$ cat config.mk
export PLATFORM = sky130hd
export DESIGN_NAME = palette_arbiter
export DESIGN_NICKNAME = d
export VERILOG_FILES = /design/src/rtl/palette_arbiter.sv
export SDC_FILE = /design/constraint.sdc
export NUM_CORES = 1
export LEC_CHECK = 0
export CORE_ASPECT_RATIO = 1.4
export CORE_MARGIN = 4
export CORE_UTILIZATION = 40
export CTS_CLUSTER_DIAMETER = 80
export DETAILED_ROUTE_END_ITERATION = 12
export GPL_ROUTABILITY_DRIVEN = 1
export HOLD_SLACK_MARGIN = 0.12
export PLACE_DENSITY = 0.7
export SYNTH_ARGS = -nofsm -noshare
export SYNTH_HDL_FRONTEND = slang
export SYNTH_SLANG_ARGS = --single-unit
$ cat constraint.sdc
create_clock -name Clk -period 2.9 [get_ports Clk]
set_input_delay 0.87 -clock Clk [delete_from_list [all_inputs] [get_ports Clk]]
set_output_delay 0.87 -clock Clk [all_outputs]
set_load 0.01 [all_outputs]
$ cat src/rtl/palette_arbiter.sv
// Two-player palette lookup arbiter: round-robin grant into a shared combinational
// palette ROM, one-deep registered result with valid/ready and per-player counters.
module palette_arbiter_cnt (
   input  logic        Clk,
   input  logic        Reset_n,
   input  logic        inc,
   output logic [15:0] count
);
   always_ff @(posedge Clk or negedge Reset_n) begin
      if (!Reset_n)                  count <= '0;
      else if (inc && count != '1)   count <= count + 16'd1;
   end
endmodule

module palette_arbiter #(
   parameter logic [3:0] KEY_INDEX  = 4'd2,
   parameter bit         KEY_ENABLE = 1'b1
) (
   input  logic        Clk,
   input  logic        Reset_n,
   input  logic        p1_req,
   input  logic [3:0]  p1_index,
   output logic        p1_gnt,
   input  logic        p2_req,
   input  logic [3:0]  p2_index,
   output logic        p2_gnt,
   output logic [3:0]  pal_index,
   input  logic [3:0]  pal_red,
   input  logic [3:0]  pal_green,
   input  logic [3:0]  pal_blue,
   output logic        out_valid,
   input  logic        out_ready,
   output logic        out_owner,
   output logic [3:0]  out_red,
   output logic [3:0]  out_green,
   output logic [3:0]  out_blue,
   output logic        out_transparent,
   output logic [15:0] p1_count,
   output logic [15:0] p2_count
);
   localparam int NUM_REQ = 2;

   logic [NUM_REQ-1:0]       req, gnt;
   logic [NUM_REQ-1:0][3:0]  idx;
   logic [NUM_REQ-1:0][15:0] cnt;
   logic                     last_gnt;   // 0 = P1, 1 = P2
   logic                     free, xfer, win;
   logic [3:0]               win_idx, held_idx;

   assign req  = {p2_req, p1_req};
   assign idx  = {p2_index, p1_index};
   assign free = !out_valid || out_ready;

   // P1 wins unless P2 is also asking and P1 was served last.
   always_comb begin
      gnt = '0;
      if (Reset_n && free) begin
         if (req[0] && (!req[1] || last_gnt)) gnt[0] = 1'b1;
         else if (req[1])                     gnt[1] = 1'b1;
      end
   end

   assign p1_gnt    = gnt[0];
   assign p2_gnt    = gnt[1];
   assign xfer      = |gnt;
   assign win       = gnt[1];
   assign win_idx   = idx[win];
   assign pal_index = xfer ? win_idx : held_idx;

   always_ff @(posedge Clk or negedge Reset_n) begin
      if (!Reset_n) begin
         out_valid       <= 1'b0;
         out_owner       <= 1'b0;
         out_red         <= '0;
         out_green       <= '0;
         out_blue        <= '0;
         out_transparent <= 1'b0;
         held_idx        <= '0;
         last_gnt        <= 1'b1;
      end else if (xfer) begin
         out_valid       <= 1'b1;
         out_owner       <= win;
         out_red         <= pal_red;
         out_green       <= pal_green;
         out_blue        <= pal_blue;
         out_transparent <= KEY_ENABLE && (win_idx == KEY_INDEX);
         held_idx        <= win_idx;
         last_gnt        <= win;
      end else if (out_ready) begin
         out_valid       <= 1'b0;
      end
   end

   for (genvar i = 0; i < NUM_REQ; i++) begin : g_cnt
      palette_arbiter_cnt u_cnt (
         .Clk     (Clk),
         .Reset_n (Reset_n),
         .inc     (gnt[i]),
         .count   (cnt[i])
      );
   end

   assign p1_count = cnt[0];
   assign p2_count = cnt[1];
endmodule
==> summary by stage <==
Outcome
The run finished with clean final reports.

Final layout
Of the cells placed in the final design, the portion with a size suffix greater than 1 is 22.6%. The number of nets in the finished design is 344. Fill cells in the final layout number 547. The layout overhead on the synthesized area is 43.3%. Summing all non-filler instances in the final layout gives an area of 3580 um^2. The antenna cell count is 0. The final standard cell utilization of the core is 60.3%.

Place
Detailed placement ended at an HPWL of 4190 um. The number of buffers inserted by port buffering is 77. Routability-driven placement finished with a final weighted congestion of 0.781. The post-place setup slack is -0.665 ns. The placed instance area is 3460 um^2.

Floorplanning
The core region is 5950 um^2. The initial core utilization is 42.1%. The die outline height is 102 um. The die outline area is 7600 um^2.

The die is 74.8 um wide. In this run the core area contains 33 standard-cell rows. Pin placement for this block handled 78 I/O pins.

Timing
The shortest period the worst path allows is 2.81 ns. Setup repair after global routing left no endpoint under its margin. The worst slew margin relative to its limit is 56.5%.

The transition time at the pin with the least slew margin is 0.652 ns. Dividing the final minimum period by the clock period gives 96.8%. The count of endpoints failing hold in the final timing report is 0. The maximum clock skew at final layout is 0.00704 ns. The final number of max-transition violations is 0. Setup violations remaining at the end of the flow were counted as 0. Timing would allow up to 356 MHz. The setup slack after layout is 0.0934 ns.

Yosys
For this run, the number of Yosys warnings is 0. By count the netlist is led by sky130_fd_sc_hd__dfrtp_1 (51), sky130_fd_sc_hd__nand2_1 (32), sky130_fd_sc_hd__xor2_1 (15). Sorting the synthesized cells by area gives the leading types as sky130_fd_sc_hd__dfrtp_1 (51%), sky130_fd_sc_hd__mux2_2 (6.3%), sky130_fd_sc_hd__xor2_1 (5.3%). After synthesis, the largest area contributor takes up 51.0% of total cell area. The netlist uses 45 different library cells.

The share of synthesized registers carrying an async set or reset is 100%. The biggest area contributor in the post-synthesis netlist is sky130_fd_sc_hd__dfrtp_1. The synthesized area per cell is 11.6 um^2.

The post-synthesis cell count is 216. Among all flip-flop cells after synthesis, the most frequent one is sky130_fd_sc_hd__dfrtp_1. The synthesized design contains 0 enable-type register cells. The synthesized design contains 52 register bits. The dominant cell by count in the synthesized netlist is sky130_fd_sc_hd__dfrtp_1. The number of nets handed over by synthesis was 243. After synthesis the cells add up to 2500 um^2. The sequential element share of the synthesized area is 52.1%.

GRT
The first global-routing pass estimated 9280 um of wire. The number of global-route vias before repair is 2065. The number of antenna violations at the first check in global routing is 0.

The largest net degree at the start of global routing is 54. Global routing finished with a remaining overflow of 0. The all-layer global routing usage is 15.6%.

Power and ir drop
Power spread over the standard cell area amounts to 574 nW/um^2. Across the VDD grid, the largest voltage drop is 0.307 mV. The reported leakage power is 1.63 nW.

Worst setup path
The critical path capture point type is a primary output. The critical register-to-register path startpoint is g_cnt[0].u_cnt.count[0]$_DFFE_PN0P_. Walking the worst path, the cells encountered are dlygate4sd2_1 > o211ai_1 > buf_4 > nand2_1 > o21ai_1 > buf_2. Of all nets on the critical path, the largest fanout is 5. The worst setup path startpoint is p2_req. The worst setup path is launched from an input pin.

Data on the critical path arrives at its endpoint at 1.94 ns. The critical path is of the input pin to primary output type. The cell at the slowest stage of the critical path is sky130_fd_sc_hd__dlygate4sd2_1. The data required time of the worst path is 2.03 ns. The longest individual stage delay on the worst path is 0.28 ns.

Detailed routing
The remaining number of nets flagged by the antenna check after routing is 0. Across all layers, the routed design uses 1987 vias. For this run, the detailed router's first-pass iteration total came to 4. In the final routed layout, each cell accounts on average for 14.4 um. Dividing the detail-routed via count by the number of cells gives 5.12. In the routed design, unresolved DRC markers number 0. The total wire length after detailed routing is 5600 um. The number of violations reported at the end of detailed-routing iteration 0 is 69.

Clocking
The clock buffer count from CTS is 5. The number of hold buffers added after CTS was 0. Clock tree synthesis selected as its root buffer the cell sky130_fd_sc_hd__clkbuf_8.

The worst-skew pair later-pin latency is 0.30 ns. The clock tree from TritonCTS is yes. The clock transition at the registers of the reported paths is 0.09 ns. The tree built by TritonCTS fans out to 52 sinks. The maximum buffer depth of the clock tree is 2. The count of H-tree levels built during CTS is 2.

Worst hold path
The startpoint identified for the worst hold timing path is out_owner$_DFFE_PN0P_. The type of the most critical hold path is register to register.

Run
Across the run, the number of max-cap violations was 0.
## report_power, final
group | switching (mW) | total [mW] | internal, mW
clock | 0.242 | 0.498 | 0.256
sequential | 0.130 | 0.972 | 0.842
combinational | 0.241 | 0.588 | 0.347
total | 0.613 | 2.06 | 1.44
## repair_timing
item | in CTS | in global routing
gates resized for setup | 30 | 0
endpoints found under the setup margin | 6 | 0
endpoints found under the hold margin | 0 | 0
setup buffers | 3 | 0
## cells by family after synthesis
family | count (synthesis) | share of synthesized area [%]
mux | 21 | 9.50
fa+ha+maj | 2 | 1.00
flops | 52 | 52.1
compound gates | 14 | 4.10
buf+inv | 6 | 1.30
xor+xnor | 24 | 8.40
simple gates | 97 | 23.6
## stage by stage
stage          TNS, ns  hold slack [ns]  power, mW  cells
6_report             0            0.487       2.06    388
5_1_grt              0            0.516       2.19    388
4_1_cts              0            0.493       2.09    388
3_5_place_dp     -3.39            0.473       1.58    376
3_3_place_gp     -3.16            0.469       1.57    376
2_1_floorplan        0            0.467       1.21    216
## path summary, 6_finish.rpt
check	cells after the start	to	slack [ns]
max in group asynchronous	3	g_cnt[1].u_cnt.count[8]$_DFFE_PN0P_	1.58
min in group asynchronous	2	held_idx[3]$_DFF_PN0_	0.53
min	2	out_owner$_DFFE_PN0P_	0.49
max reg2reg	6	g_cnt[0].u_cnt.count[3]$_DFFE_PN0P_	1.13
min reg2reg	2	out_owner$_DFFE_PN0P_	0.49
max	6	pal_index[3]	0.09
## worst max-delay path, delay by kind of cell
family | cells | cell delay [ns]
buffers and inverters | 3 | 0.64
AO/OA/AOI/OAI | 2 | 0.36
AND/OR/NAND/NOR | 1 | 0.06
## metal layers
metal  wire (um)  track usage, %  vias up
met5           0               0        -
met4         103            5.34        0
met3         382            4.47        7
met2        2930            27.8       57
met1        2180            17.5      968
li1            -               -      955
## placed cells by master, fill, tap and decap left out, types with 3 or more instances in the layout
cell type                         instances
sky130_fd_sc_hd__and2_1                   3
sky130_fd_sc_hd__and3_1                   3
sky130_fd_sc_hd__and4_1                   3
sky130_fd_sc_hd__buf_2                    6
sky130_fd_sc_hd__buf_4                   19
sky130_fd_sc_hd__clkbuf_8                 5
sky130_fd_sc_hd__clkdlybuf4s50_1         67
sky130_fd_sc_hd__dfrtp_1                 51
sky130_fd_sc_hd__dlygate4sd2_1            5
sky130_fd_sc_hd__mux2_2                  14
sky130_fd_sc_hd__mux2i_1                  5
sky130_fd_sc_hd__nand2_1                 31
sky130_fd_sc_hd__nand2_2                  3
sky130_fd_sc_hd__nand3_1                  9
sky130_fd_sc_hd__nand4_1                  7
sky130_fd_sc_hd__nand4_2                  3
sky130_fd_sc_hd__nor2_1                  10
sky130_fd_sc_hd__nor3_1                   5
sky130_fd_sc_hd__nor3_2                   3
sky130_fd_sc_hd__o21ai_1                  4
sky130_fd_sc_hd__xnor2_1                  9
sky130_fd_sc_hd__xor2_1                  15
## sequential cells by signal (all words and copies together), names as in the netlist
| name | count |
|---|---|
| g_cnt.u_cnt.count | 32 |
| held_idx | 4 |
| last_gnt | 1 |
| out_blue | 4 |
| out_green | 4 |
| out_owner | 1 |
| out_red | 4 |
| out_transparent | 1 |
| out_valid | 1 |
## final cells by class
class,instances,area (um^2),area share [%]
Clock buffer,5,68.8,1.92
Clock inverter,3,42.5,1.19
Inverter,2,8.76,0.244
Multi-Input combinational cell,158,1180,32.8
Sequential cell,52,1300,36.3
Tap cell,70,87.6,2.44
Timing Repair Buffer,98,898,25.1
(Power assumes the default switching activity.)
